$ cat config.mk
export PLATFORM = sky130hd
export DESIGN_NAME = vx_warp_rr_sched
export DESIGN_NICKNAME = d
export VERILOG_FILES = /design/src/rtl/vx_warp_rr_sched.sv
export SDC_FILE = /design/constraint.sdc
export NUM_CORES = 1
export LEC_CHECK = 0
export CAP_MARGIN = 15
export CELL_PAD_IN_SITES_DETAIL_PLACEMENT = 0
export CELL_PAD_IN_SITES_GLOBAL_PLACEMENT = 1
export CORE_MARGIN = 2
export CORE_UTILIZATION = 40
export DETAILED_ROUTE_END_ITERATION = 7
export MAX_ROUTING_LAYER = met4
export PLACE_DENSITY_LB_ADDON = 0.15
export REMOVE_ABC_BUFFERS = 1
export SETUP_SLACK_MARGIN = 0.5
export SLEW_MARGIN = 20
export SYNTH_ARGS = -nofsm -noshare
export SYNTH_HDL_FRONTEND = slang
export SYNTH_SLANG_ARGS = --single-unit
$ cat constraint.sdc
create_clock -name clk -period 6.2 [get_ports clk]
set_clock_uncertainty 0.2 [all_clocks]
set_input_delay 0.62 -clock clk [delete_from_list [all_inputs] [get_ports clk]]
set_output_delay 0.62 -clock clk [all_outputs]
set_load 0.05 [all_outputs]
$ cat src/rtl/vx_warp_rr_sched.sv
// vx_warp_rr_sched: per-core round-robin warp scheduler feeding the fetch stage.
// Tracks per-warp active/stalled/tmask/PC and presents one eligible warp per
// cycle through a registered valid/ready output slot.
// Optional build macro: VX_SCHED_PERF_EN enables the 64-bit saturating
// perf_idles / perf_stalls counters; without it both outputs are tied to zero.
module vx_warp_rr_sched #(
  parameter int NUM_WARPS  = 4,
  parameter int THREAD_CNT = 4,
  parameter int XLEN       = 32,
  parameter int UUID_WIDTH = 44,
  parameter logic [XLEN-1:0] STARTUP_ADDR = 32'h80000000,
  parameter int NW_WIDTH   = (NUM_WARPS > 1) ? $clog2(NUM_WARPS) : 1
) (
  input  logic                  clk,
  input  logic                  reset_n,

  input  logic                  spawn_valid,
  input  logic [NUM_WARPS-1:0]  spawn_mask,
  input  logic [XLEN-1:0]       spawn_pc,

  input  logic                  unlock_valid,
  input  logic [NW_WIDTH-1:0]   unlock_wid,

  input  logic                  ctl_valid,
  input  logic [NW_WIDTH-1:0]   ctl_wid,
  input  logic [THREAD_CNT-1:0] ctl_tmask,
  input  logic [XLEN-1:0]       ctl_pc,

  output logic                  sched_valid,
  output logic [UUID_WIDTH-1:0] sched_uuid,
  output logic [NW_WIDTH-1:0]   sched_wid,
  output logic [THREAD_CNT-1:0] sched_tmask,
  output logic [XLEN-1:0]       sched_pc,
  input  logic                  sched_ready,

  output logic                  busy,
  output logic [63:0]           perf_idles,
  output logic [63:0]           perf_stalls
);

  // Per-warp state
  logic [NUM_WARPS-1:0]  active;
  logic [NUM_WARPS-1:0]  stalled;
  logic [THREAD_CNT-1:0] tmask [NUM_WARPS];
  logic [XLEN-1:0]       pc    [NUM_WARPS];

  // Scheduler bookkeeping
  logic [UUID_WIDTH-1:0] uuid_cnt;
  logic [NW_WIDTH-1:0]   rr_ptr;

  // Selection results
  logic [NUM_WARPS-1:0]  eligible;
  logic                  found;
  logic [NW_WIDTH-1:0]   sel;
  logic                  load;
  logic                  do_issue;

  // A warp is eligible when active, not stalled, and not being rewritten by ctl/spawn this cycle
  always_comb begin
    eligible = '0;
    for (int unsigned w = 0; w < NUM_WARPS; w++) begin
      eligible[w] = active[w] & ~stalled[w]
                  & ~(ctl_valid && (ctl_wid == NW_WIDTH'(w)))
                  & ~(spawn_valid & spawn_mask[w]);
    end
  end

  // Round-robin scan starting one past the last loaded warp, wrapping modulo NUM_WARPS
  always_comb begin
    logic [NW_WIDTH-1:0] idx;
    found = 1'b0;
    sel   = '0;
    idx   = '0;
    for (int unsigned i = 1; i <= NUM_WARPS; i++) begin
      idx = rr_ptr + NW_WIDTH'(i);
      if (!found && eligible[idx]) begin
        found = 1'b1;
        sel   = idx;
      end
    end
  end

  assign load     = ~sched_valid | sched_ready;
  assign do_issue = load & found;

  // Per-warp state update: spawn beats ctl, ctl beats unlock; the issued warp is never a ctl/spawn target
  always_ff @(posedge clk or negedge reset_n) begin
    if (!reset_n) begin
      for (int unsigned w = 0; w < NUM_WARPS; w++) begin
        stalled[w] <= 1'b0;
        if (w == 0) begin
          active[w] <= 1'b1;
          tmask[w]  <= '1;
          pc[w]     <= STARTUP_ADDR;
        end else begin
          active[w] <= 1'b0;
          tmask[w]  <= '0;
          pc[w]     <= '0;
        end
      end
    end else begin
      for (int unsigned w = 0; w < NUM_WARPS; w++) begin
        if (spawn_valid && spawn_mask[w]) begin
          active[w]  <= 1'b1;
          stalled[w] <= 1'b0;
          tmask[w]   <= '1;
          pc[w]      <= spawn_pc;
        end else if (ctl_valid && (ctl_wid == NW_WIDTH'(w))) begin
          pc[w]      <= ctl_pc;
          tmask[w]   <= ctl_tmask;
          stalled[w] <= 1'b0;
          if (ctl_tmask == '0) begin
            active[w] <= 1'b0;
          end
        end else if (do_issue && (sel == NW_WIDTH'(w))) begin
          stalled[w] <= 1'b1;
          pc[w]      <= pc[w] + XLEN'(4);
        end else if (unlock_valid && (unlock_wid == NW_WIDTH'(w))
                     && active[w] && stalled[w]) begin
          stalled[w] <= 1'b0;
        end
      end
    end
  end

  // Output slot, uuid counter and RR pointer advance only when a warp is loaded
  always_ff @(posedge clk or negedge reset_n) begin
    if (!reset_n) begin
      sched_valid <= 1'b0;
      sched_uuid  <= '0;
      sched_wid   <= '0;
      sched_tmask <= '0;
      sched_pc    <= '0;
      uuid_cnt    <= '0;
      rr_ptr      <= '0;
    end else if (load) begin
      if (found) begin
        sched_valid <= 1'b1;
        sched_uuid  <= uuid_cnt;
        sched_wid   <= sel;
        sched_tmask <= tmask[sel];
        sched_pc    <= pc[sel];
        uuid_cnt    <= uuid_cnt + UUID_WIDTH'(1);
        rr_ptr      <= sel;
      end else begin
        sched_valid <= 1'b0;
      end
    end
  end

  assign busy = (|active) | sched_valid;

`ifdef VX_SCHED_PERF_EN
  logic [63:0] idles_q;
  logic [63:0] stalls_q;
  logic        idle_cycle;
  logic        stall_cycle;

  assign idle_cycle  = (|active) & ~sched_valid & ~(|eligible);
  assign stall_cycle = sched_valid & ~sched_ready;

  // Saturating performance counters
  always_ff @(posedge clk or negedge reset_n) begin
    if (!reset_n) begin
      idles_q  <= '0;
      stalls_q <= '0;
    end else begin
      if (idle_cycle && (idles_q != '1)) begin
        idles_q <= idles_q + 64'd1;
      end
      if (stall_cycle && (stalls_q != '1)) begin
        stalls_q <= stalls_q + 64'd1;
      end
    end
  end

  assign perf_idles  = idles_q;
  assign perf_stalls = stalls_q;
`else
  assign perf_idles  = '0;
  assign perf_stalls = '0;
`endif

endmodule

### After elaboration in Yosys (flattened, before gate mapping)

Index checks and enable logic that the tools add are counted.

| word-level totals | value |
|---|---|
| bits in writable memories | 0 |
| bits in latches | 0 |
| memories | 0 |
| memory bits (read-only) | 0 |
| output and inout bits | 212 |
| word-level logic and storage cells | 201 |
| input port bits | 82 |
| register bits | 279 |

| operators by class | value |
|---|---|
| add/subtract/negate cells | 8 |
| bitwise gates (word level) | 33 |
| $mul | 0 |
| order comparisons | 5 |
| reductions and logical operators | 56 |
| div/mod/pow operators | 0 |
| shifts and indexed selects | 0 |
| multiplexer cells | 68 |
| equal/unequal tests | 9 |

Operators with widths:

| cell | number |
|---|---|
| 32-bit two-way mux | 14 |
| 32-bit by 3-bit adder with 32-bit output, second input constant | 4 |
| 32-bit binary-select mux with 2-bit select | 1 |
| 44-bit by 1-bit adder with 44-bit output, second input constant | 1 |
| 4-bit two-way mux | 10 |
| 1-bit two-way mux | 34 |
| 1-bit logical AND | 27 |
| 1-bit bitwise AND | 17 |
| 2-bit nonzero test | 8 |
| 4-bit nonzero test | 4 |
| 1-bit inverter | 13 |
| 2-bit == test, second input constant | 6 |
| 2-bit by 3-bit < comparator with 1-bit output, second input constant | 4 |
| 3-bit nonzero test | 4 |
| 2-bit AND reduction | 5 |
| 1-bit binary-select mux with 2-bit select | 4 |
| 4-bit binary-select mux with 2-bit select | 1 |
| 2-bit two-way mux | 4 |
| 2-bit by 1-bit == test with 1-bit output, second input constant | 3 |
| 2-bit zero test | 3 |
| 2-bit adder, second input constant | 2 |
| 4-bit zero test | 1 |
| 4-bit OR reduction | 1 |
| 3-bit >= comparator, second input constant | 1 |
| 4 further kinds | 7 |

### Depth between registers and ports, before layout

Gate-level depths: netlist of run 1.

| logic depth | value |
|---|---|
| depth after elaboration | 22 |
| mapped depth | 12 |
| depth with buffers taken out | 8 |

### Worst setup path after synthesis of run 1

Ideal clock, no wire load.

| timing | value |
|---|---|
| path kind | input port to flip-flop |
| from | input ctl_valid |
| to | register sched_pc[27] |
| slack | 3433 ps |
| required time | 5858 ps |
| data arrival time | 2425 ps |
| buffers on the path | 4 |
| library setup time | 142 ps |
| stages | 10 |
| cells stage by stage | buf_4 a32o_1 buf_6 o31ai_2 a21oi_1 a21oi_2 buf_4 buf_2 mux2i_1 o221ai_1 |

| between the ends | value |
|---|---|
| longest elaborated chain between the ends | 20 |
| elaborated cells between the ends (all ways) | 43 |
| those cells by class | mux (19); bitwise (13); reduce/logical (11) |

RTL lines:

| element | line | source |
|---|---|---|
| start, declared | 24 | `input logic ctl_valid,` |
| 1-bit logical AND | 63 | `& ~(ctl_valid && (ctl_wid == NW_WIDTH'(w)))` |
| 1-bit inverter | 63 |  |
| 1-bit bitwise AND | 63 |  |
| 1-bit bitwise AND | 64 | `& ~(spawn_valid & spawn_mask[w]);` |
| 1-bit binary-select mux with 2-bit select | 76 | `if (!found && eligible[idx]) begin` |
| 1-bit two-way mux (not written as such) | 76 |  |
| 1-bit two-way mux | 76 |  |
| 1-bit zero test | 76 |  |
| [... 3 more ...] | n/a |  |
| 1-bit logical AND | 76 |  |
| 1-bit two-way mux | 76 |  |
| 1-bit zero test | 76 |  |
| 1-bit logical AND | 76 |  |
| 2-bit two-way mux | 76 |  |
| 2-bit inverter with 3-bit output (not written as such) | 142 | `sched_pc <= pc[sel];` |
| 32-bit binary-select mux with 2-bit select | 142 |  |
| 32-bit two-way mux (not written as such) (2 in a row) | 142 |  |
| end signal, assigned | 142 |  |
| end, declared | 33 | `output logic [XLEN-1:0] sched_pc,` |

Several ways; a longest one is shown, not always the timed one. The select of a mux whose other input is x is not followed.
A chain may end at the register's enable or synchronous reset.

### Final worst setup path of run 1

| timing | value |
|---|---|
| from | input ctl_wid[0] |
| to | register sched_pc[18] |

| between the ends | value |
|---|---|
| longest elaborated chain between the ends | 21 |
| elaborated cells between the ends (all ways) | 47 |
| those cells by class | eq/ne (3); mux (19); bitwise (13); reduce/logical (12) |

RTL lines:

| element | line | source |
|---|---|---|
| start, declared | 25 | `input logic [NW_WIDTH-1:0] ctl_wid,` |
| 2-bit by 1-bit == test with 1-bit output, or another cell as far along | 63 |  |
| 1-bit logical AND | 63 |  |
| 1-bit inverter | 63 |  |
| 1-bit bitwise AND | 63 |  |
| 1-bit bitwise AND | 64 |  |
| 1-bit binary-select mux with 2-bit select | 76 |  |
| 1-bit two-way mux (not written as such) | 76 |  |
| 1-bit two-way mux | 76 |  |
| [... 4 more ...] | n/a |  |
| 1-bit logical AND | 76 |  |
| 1-bit two-way mux | 76 |  |
| 1-bit zero test | 76 |  |
| 1-bit logical AND | 76 |  |
| 2-bit two-way mux | 76 |  |
| 2-bit inverter with 3-bit output (not written as such) | 142 |  |
| 32-bit binary-select mux with 2-bit select | 142 |  |
| 32-bit two-way mux (not written as such) (2 in a row) | 142 |  |

Several ways; a longest one is shown, not always the timed one. The select of a mux whose other input is x is not followed.

==> metrics.md, run 1 <==
| Metric | Value |
|---|---|
| Status | `complete, no violations` |
| Worst setup SP type | `primary input` |
| Site Rows | `between 70 and 80` |
| Pleak | `8.498 nW` |
| Hold buffers post-CTS | `1` |
| Worst-Margin Slew | `1.183 ns` |
| Wire per inst | `23.21 um` |
| Initial core utilization | `about two fifths` |
| GRT Overall Usage | `29.13%` |
| Fill cells | `4114` |
| Endpoints failing setup | `0` |
| Syn Area/Cell | `8.405 sq um` |
| Most frequent cells in the layout | `nand2_1 (355), dfrtp_1 (273), a21oi_1 (211), clkdlybuf4s50_1 (164), nor2_1 (153)` |
| Setup TNS | `0 ns` |
| Pwr dens | `around 460 nW/um^2` |
| Commonest non-fill, non-tap cell in the layout | `nand2_1` |
| Flip-flop and latch count after synthesis | `between 200 and 300` |
| Inst Count DP | `2657` |
| Cells after Synth | `2041` |
| Reg power frac | `33.9%` |
| Drt drc | `0` |
| Max Cap Viol | `0` |
| Post-synth EDFFs | `0` |
| Sw Share | `44.94%` |
| WL final | `about 63000 um` |
| Final Total Pwr | `approximately 0.009 W` |
| DP Worst Slack | `1.244 ns` |
| Fraction of layout cells with a size suffix above 1 | `6.505%` |
| Crit. End Element | `register` |
| DIE HEIGHT | `211.1 um` |
| Unrepaired setup endpoints after global routing | `no` |
| # port buffers | `165` |
| Worst EP required | `6.42 ns` |
| Switch Pwr | `0.004158 W` |
| Root Buffer | `clkbuf_16` |
| Vias | `~16000` |
| Vias per inst | `5.788` |
| Slew headroom | `20.93%` |
| Htree depth | `2` |
| Int Power | `0.005095 W` |
| Num CTS Buffers | `36` |
| Seq/Total Area, Yosys | `40.74%` |
| Setup slack, reg-to-reg | `2.19 ns` |
| Period Utilization, post-route | `71.98%` |
| Reg2reg path depth | `5` |
| Post-synth ARST share | `between 90% and 100%` |
| DRT iter0 DRCs | `about 1400` |
| Ys flop type | `dfrtp_1` |
| Largest net degree at the start of global routing | `between 150 and 200` |
| CP max stage delay | `1.01 ns` |
| Setup slack after layout | `around 1.7 ns` |
| Core footprint | `around 42000 sq um` |
| Die X | `211.1 um` |
| Antenna-violating nets left | `0` |
| Worst path cell trace | `clkdlybuf4s50_1 > a32o_1 > buf_4 > or2_1 > a2bb2oi_1 > and3_1 > nand2_1 > o221ai_1` |
| Clk slew on worst S/H paths | `about 0.050 ns` |
| CTS tree | `built` |
| Die ar. | `44560 sq um` |
| Flip-flop and latch area | `6989 sq um` |
| Remaining global-route overflow | `0` |
| Hold WS | `0.2683 ns` |
| Max Slew Vio Count | `0` |
| Fin crit period | `~4.5 ns` |
| Max clock buf depth | `3` |
| CP Class | `primary input to register` |
| Fin nets | `2244` |
| Crit-path slowest cell | `nand2_1` |
| CTS sink count | `about 280` |
| Global-route wire length before repair | `between 90000 and 100000 um` |
| Combinational share of power | `42.7%` |
| GPL Wtd Cong | `between 0.9 and 1` |
| Crit Path Max Fanout | `17` |
| Postcts setup bufs | `0` |
| Initial antenna violation count | `2` |
| Number of iterations in the first detailed-routing pass | `5` |
| Multi-input gate area | `9104 sq um` |
| HP Class | `register to register` |
| Clock network power share | `a little under a quarter` |
| Layout Area Growth over Synthesis | `16.83%` |
| WHS Path Cells | `2` |
| Clock latency on the worst-skew pair | `around 0.55 ns` |
| Post-CTS sizing | `0` |
| Worst vdd ir | `0.0002462 V` |
| Vias in the first global route | `roughly 15000` |
| Ports | `between 200 and 300` |
| Final Hold Viols | `0` |
| Post-synthesis instance area | `17150 sq um` |
| Yosys warns | `0` |
| Non-Filler Instances | `roughly 2700` |
| Synth unique cells | `73` |
| Fmax | `~220 MHz` |
| Post-DP HPWL | `41950 um` |
| Worst Path Arrival | `4.68 ns` |
-- worst paths after layout --
kind / to / from
min in group asynchronous: sched_uuid[36]$_DFFE_PN0P_ / reset_n
max in group asynchronous: pc[108]$_DFFE_PN0P_ / reset_n
worst max-delay path: sched_pc[18]$_DFFE_PN0P_ / ctl_wid[0]
worst min register to register: sched_uuid[35]$_DFFE_PN0P_ / sched_uuid[35]$_DFFE_PN0P_
worst min-delay path: sched_uuid[35]$_DFFE_PN0P_ / sched_uuid[35]$_DFFE_PN0P_
worst max register to register: sched_pc[18]$_DFFE_PN0P_ / stalled[2]$_DFFE_PN0P_
-- final cells by class --
cell class	instances	area share (%)
clock buffers	57	5.594
repair buffers	206	9.876
diodes	1	0.01249
clock inverters	7	0.4620
flip-flops and latches	279	34.87
well taps	539	3.365
multi-input cells	1613	45.42
inverters	21	0.3933
-- metrics by stage --
stage	area [sq um]	util, %
global route	20040	47.57
detailed placement	18820	44.66
finish	20040	47.57
global placement	18820	44.66
floorplan	16100	-
CTS	20040	47.56
-- registers in the layout (all words and copies together) (netlist names) --
register and cells:
tmask 16, sched_valid 1, pc 128, sched_uuid 44, active 4, sched_tmask 4, uuid_cnt 44, rr_ptr 2
stalled 4, sched_pc 32
-- cells by family after synthesis --
family | Yosys count | synth area share, %
compound gates | 493 | 17.27
xor+xnor | 124 | 6.331
fa+ha+maj | 5 | 0.3647
buf+inv | 276 | 9.402
flops | 279 | 40.74
mux | 69 | 4.026
other cells | 1 | 0.02186
simple gates | 794 | 21.84
-- synth_stat cells, types with 6 or more instances --
| cell | instances | area share (%) |
|---|---|---|
| nor4_1 | 13 | 0.47 |
| buf_2 | 28 | 0.82 |
| dfstp_2 | 6 | 0.92 |
| nand4_1 | 44 | 1.6 |
| a31oi_1 | 23 | 0.84 |
| mux2i_1 | 69 | 4.0 |
| a211oi_1 | 39 | 1.7 |
| a21oi_1 | 212 | 6.2 |
| o21ai_0 | 120 | 3.5 |
| dfrtp_1 | 273 | 40 |
| xnor2_1 | 73 | 3.7 |
| nand2_1 | 355 | 7.8 |
| and4_1 | 12 | 0.61 |
| xor2_1 | 51 | 2.6 |
| buf_1 | 7 | 0.15 |
| o211ai_1 | 12 | 0.53 |
| inv_1 | 21 | 0.46 |
| nor2_1 | 153 | 3.3 |
| nand3_1 | 86 | 2.5 |
| and3_1 | 41 | 1.5 |
| nor3_1 | 17 | 0.50 |
| clkbuf_1 | 78 | 1.7 |
| nand2b_1 | 6 | 0.22 |
| o2bb2ai_1 | 8 | 0.41 |
| and2_1 | 9 | 0.33 |
| or3_1 | 19 | 0.69 |
| o221ai_1 | 40 | 2.0 |
| buf_4 | 138 | 6.0 |
-- routing by layer --
metal  global-route usage [%]  wire length, um  up-vias
met4                    11.15             2331        0
li1                         -                -     7175
met2                    43.09            27790      728
met5                        -                0        -
met1                    39.46            27770     7730
met3                    5.694             5299      127
-- worst max-delay path: cells and delay by family --
kind | cells | cell delay (ns)
AND/OR/NAND/NOR | 3 | 2.17
AO/OA/AOI/OAI | 3 | 0.99
buffers and inverters | 2 | 0.89
-- power groups by stage --
stage / registers (W) / logic (W) / clock network [W]
detailed placement: 0.00314 / 0.00393 / 0
global route: 0.00321 / 0.00425 / 0.00228
floorplan: 0.00342 / 0.00218 / 0
CTS: 0.00311 / 0.00395 / 0.00221
global placement: 0.00313 / 0.00388 / 0
finish: 0.00313 / 0.00395 / 0.00217
Power figures use the tool's default switching activity.
==> run 2: changes to the inputs <==
- clock period: 6.2 -> 4.55 ns (I/O delays scaled with it)
==> metrics.md, run 2 (same netlist as run 1, synthesis figures left out) <==
| Metric | Value |
|---|---|
| Max Slew Vio Count | `0` |
| Vias per inst | `5.804` |
| Htree depth | `2` |
| Met2 routed WL | `29110 um` |
| Worst-Margin Slew | `between 0.9 and 1 ns` |
| Fin nets | `2257` |
| Die ar. | `44560 sq um` |
| Final Total Pwr | `0.01248 W` |
| Worst setup SP type | `primary input` |
| Worst path cell trace | `clkdlybuf4s50_1 > nand3b_1 > nand4b_1 > o211ai_1 > and3_1 > nand3_2 > or3_1 > a32o_1` |
| Worst EP required | `4.79 ns` |
| Fraction of layout cells with a size suffix above 1 | `~6.7%` |
| Initial core utilization | `40.71%` |
| WL final | `64920 um` |
| Global-route wire length before repair | `96690 um` |
| Crit. End Element | `register` |
| Fill cells | `4145` |
| Fin crit period | `3.567 ns` |
| CTS tree | `built` |
| Site Rows | `75` |
| DR top layer | `met4` |
| Initial antenna violation count | `0` |
| Layout Area Growth over Synthesis | `16.73%` |
| Pwr dens | `about 620 nW/um^2` |
| Fmax | `280.4 MHz` |
| Setup slack after layout | `0.9831 ns` |
| Hold WS | `roughly 0.27 ns` |
| DIE HEIGHT | `211.1 um` |
| Most frequent cells in the layout | `nand2_1 (355), dfrtp_1 (273), a21oi_1 (211), clkdlybuf4s50_1 (164), nor2_1 (153)` |
| Root Buffer | `clkbuf_16` |
| DRT iter0 DRCs | `1612` |
| Largest net degree at the start of global routing | `109` |
| Num CTS Buffers | `36` |
| Post-CTS sizing | `0` |
| Pleak | `8.492 nW` |
| Largest register FFs | `128` |
| Hold buffers post-CTS | `1` |
| # diodes | `0` |
| CTS sink count | `279` |
| # port buffers | `approximately 170` |
| CP max stage delay | `about 0.64 ns` |
| Max clock buf depth | `3` |
| Die X | `approximately 210 um` |
| Worst vdd ir | `0.0003297 V` |
| Setup slack, reg-to-reg | `1.18 ns` |
| Endpoints failing setup | `0` |
| Crit Path Max Fanout | `10` |
| Worst Path Arrival | `3.81 ns` |
| Slew headroom | `33.00%` |
| Crit-path slowest cell | `clkdlybuf4s50_1` |
| Ports | `294` |
| Commonest non-fill, non-tap cell in the layout | `nand2_1` |
| Unrepaired setup endpoints after global routing | `no` |
| Core footprint | `42130 sq um` |
| Clock latency on the worst-skew pair | `0.56 ns` |
| Vias | `roughly 16000` |
| WL met3 | `4657 um` |
| Largest regs | `pc (128), sched_uuid (44), uuid_cnt (44)` |
| HP Class | `register to register` |
| Clk slew on worst S/H paths | `0.06 ns` |
| DP Worst Slack | `0.4838 ns` |
| Wire per inst | `23.76 um` |
| Postcts setup bufs | `0` |
| Drt drc | `0` |
| Max Cap Viol | `0` |
| Metal-1 WL | `28930 um` |
| Number of iterations in the first detailed-routing pass | `7` |
| Top reg by flops | `pc` |
| CP Class | `primary input to register` |
| Period Utilization, post-route | `78.39%` |
| GRT Overall Usage | `29.89%` |
| Final Hold Viols | `0` |
| Vias in the first global route | `approximately 15000` |
| Remaining global-route overflow | `0` |
| Status | `complete, no violations` |
| GPL Wtd Cong | `0.9382` |
| Post-DP HPWL | `44460 um` |
| Antenna-violating nets left | `0` |
run 2: routing by layer:
layer  up-vias  GRT usage (%)
li1       7197              -
met1      7801          41.25
met2       710          44.90
met3       149          3.940
met4         0          11.17
met5         -              -
run 2: final timing paths:
path / startpoint / end / depth (start not counted)
worst max-delay path: ctl_wid[0] / pc[47]$_DFFE_PN0P_ / 8
worst min-delay path: sched_uuid[38]$_DFFE_PN0P_ / sched_uuid[38]$_DFFE_PN0P_ / 2
worst max register to register: pc[34]$_DFFE_PN0P_ / pc[62]$_DFFE_PN0P_ / 7
worst min register to register: sched_uuid[38]$_DFFE_PN0P_ / sched_uuid[38]$_DFFE_PN0P_ / 2
max in group asynchronous: reset_n / pc[82]$_DFFE_PN0P_ / 3
min in group asynchronous: reset_n / sched_uuid[34]$_DFFE_PN0P_ / 2
run 2: critical path: cells and delay by family:
family	cells	cell delay, ns
compound gates	2	0.62
buf+inv	1	0.64
simple gates	5	2.08
run 2: area by class of cell:
class                      count  area [sq um]  share of cell area, %
sequential                   279          6989                  34.91
tap                          539         674.4                  3.368
multi-input combinational   1613          9104                  45.47
clock inverter                10         63.81                 0.3187
inverter                      21         78.83                 0.3937
clock buffer                  51         998.5                  4.987
timing repair buffer         219          2115                  10.56
run 2: power by group:
part | total [W] | leakage [nW] | switching (W) | internal, W
clock network | 0.00268 | 0.522 | 0.00115 | 0.00153
logic | 0.00549 | 4.61 | 0.00352 | 0.00197
registers | 0.00431 | 3.36 | 0.00108 | 0.00323
run 2: stage by stage:
step | TNS [ns] | std cells | instance area (sq um) | utilization [%]
2_1_floorplan | -615.47 | 1913 | 16100 | -
3_3_place_gp | 0 | 2670 | 18950 | 44.98
3_5_place_dp | 0 | 2670 | 18950 | 44.98
4_1_cts | 0 | 2732 | 20020 | 47.52
5_1_grt | 0 | 2732 | 20020 | 47.52
6_report | 0 | 2732 | 20020 | 47.52
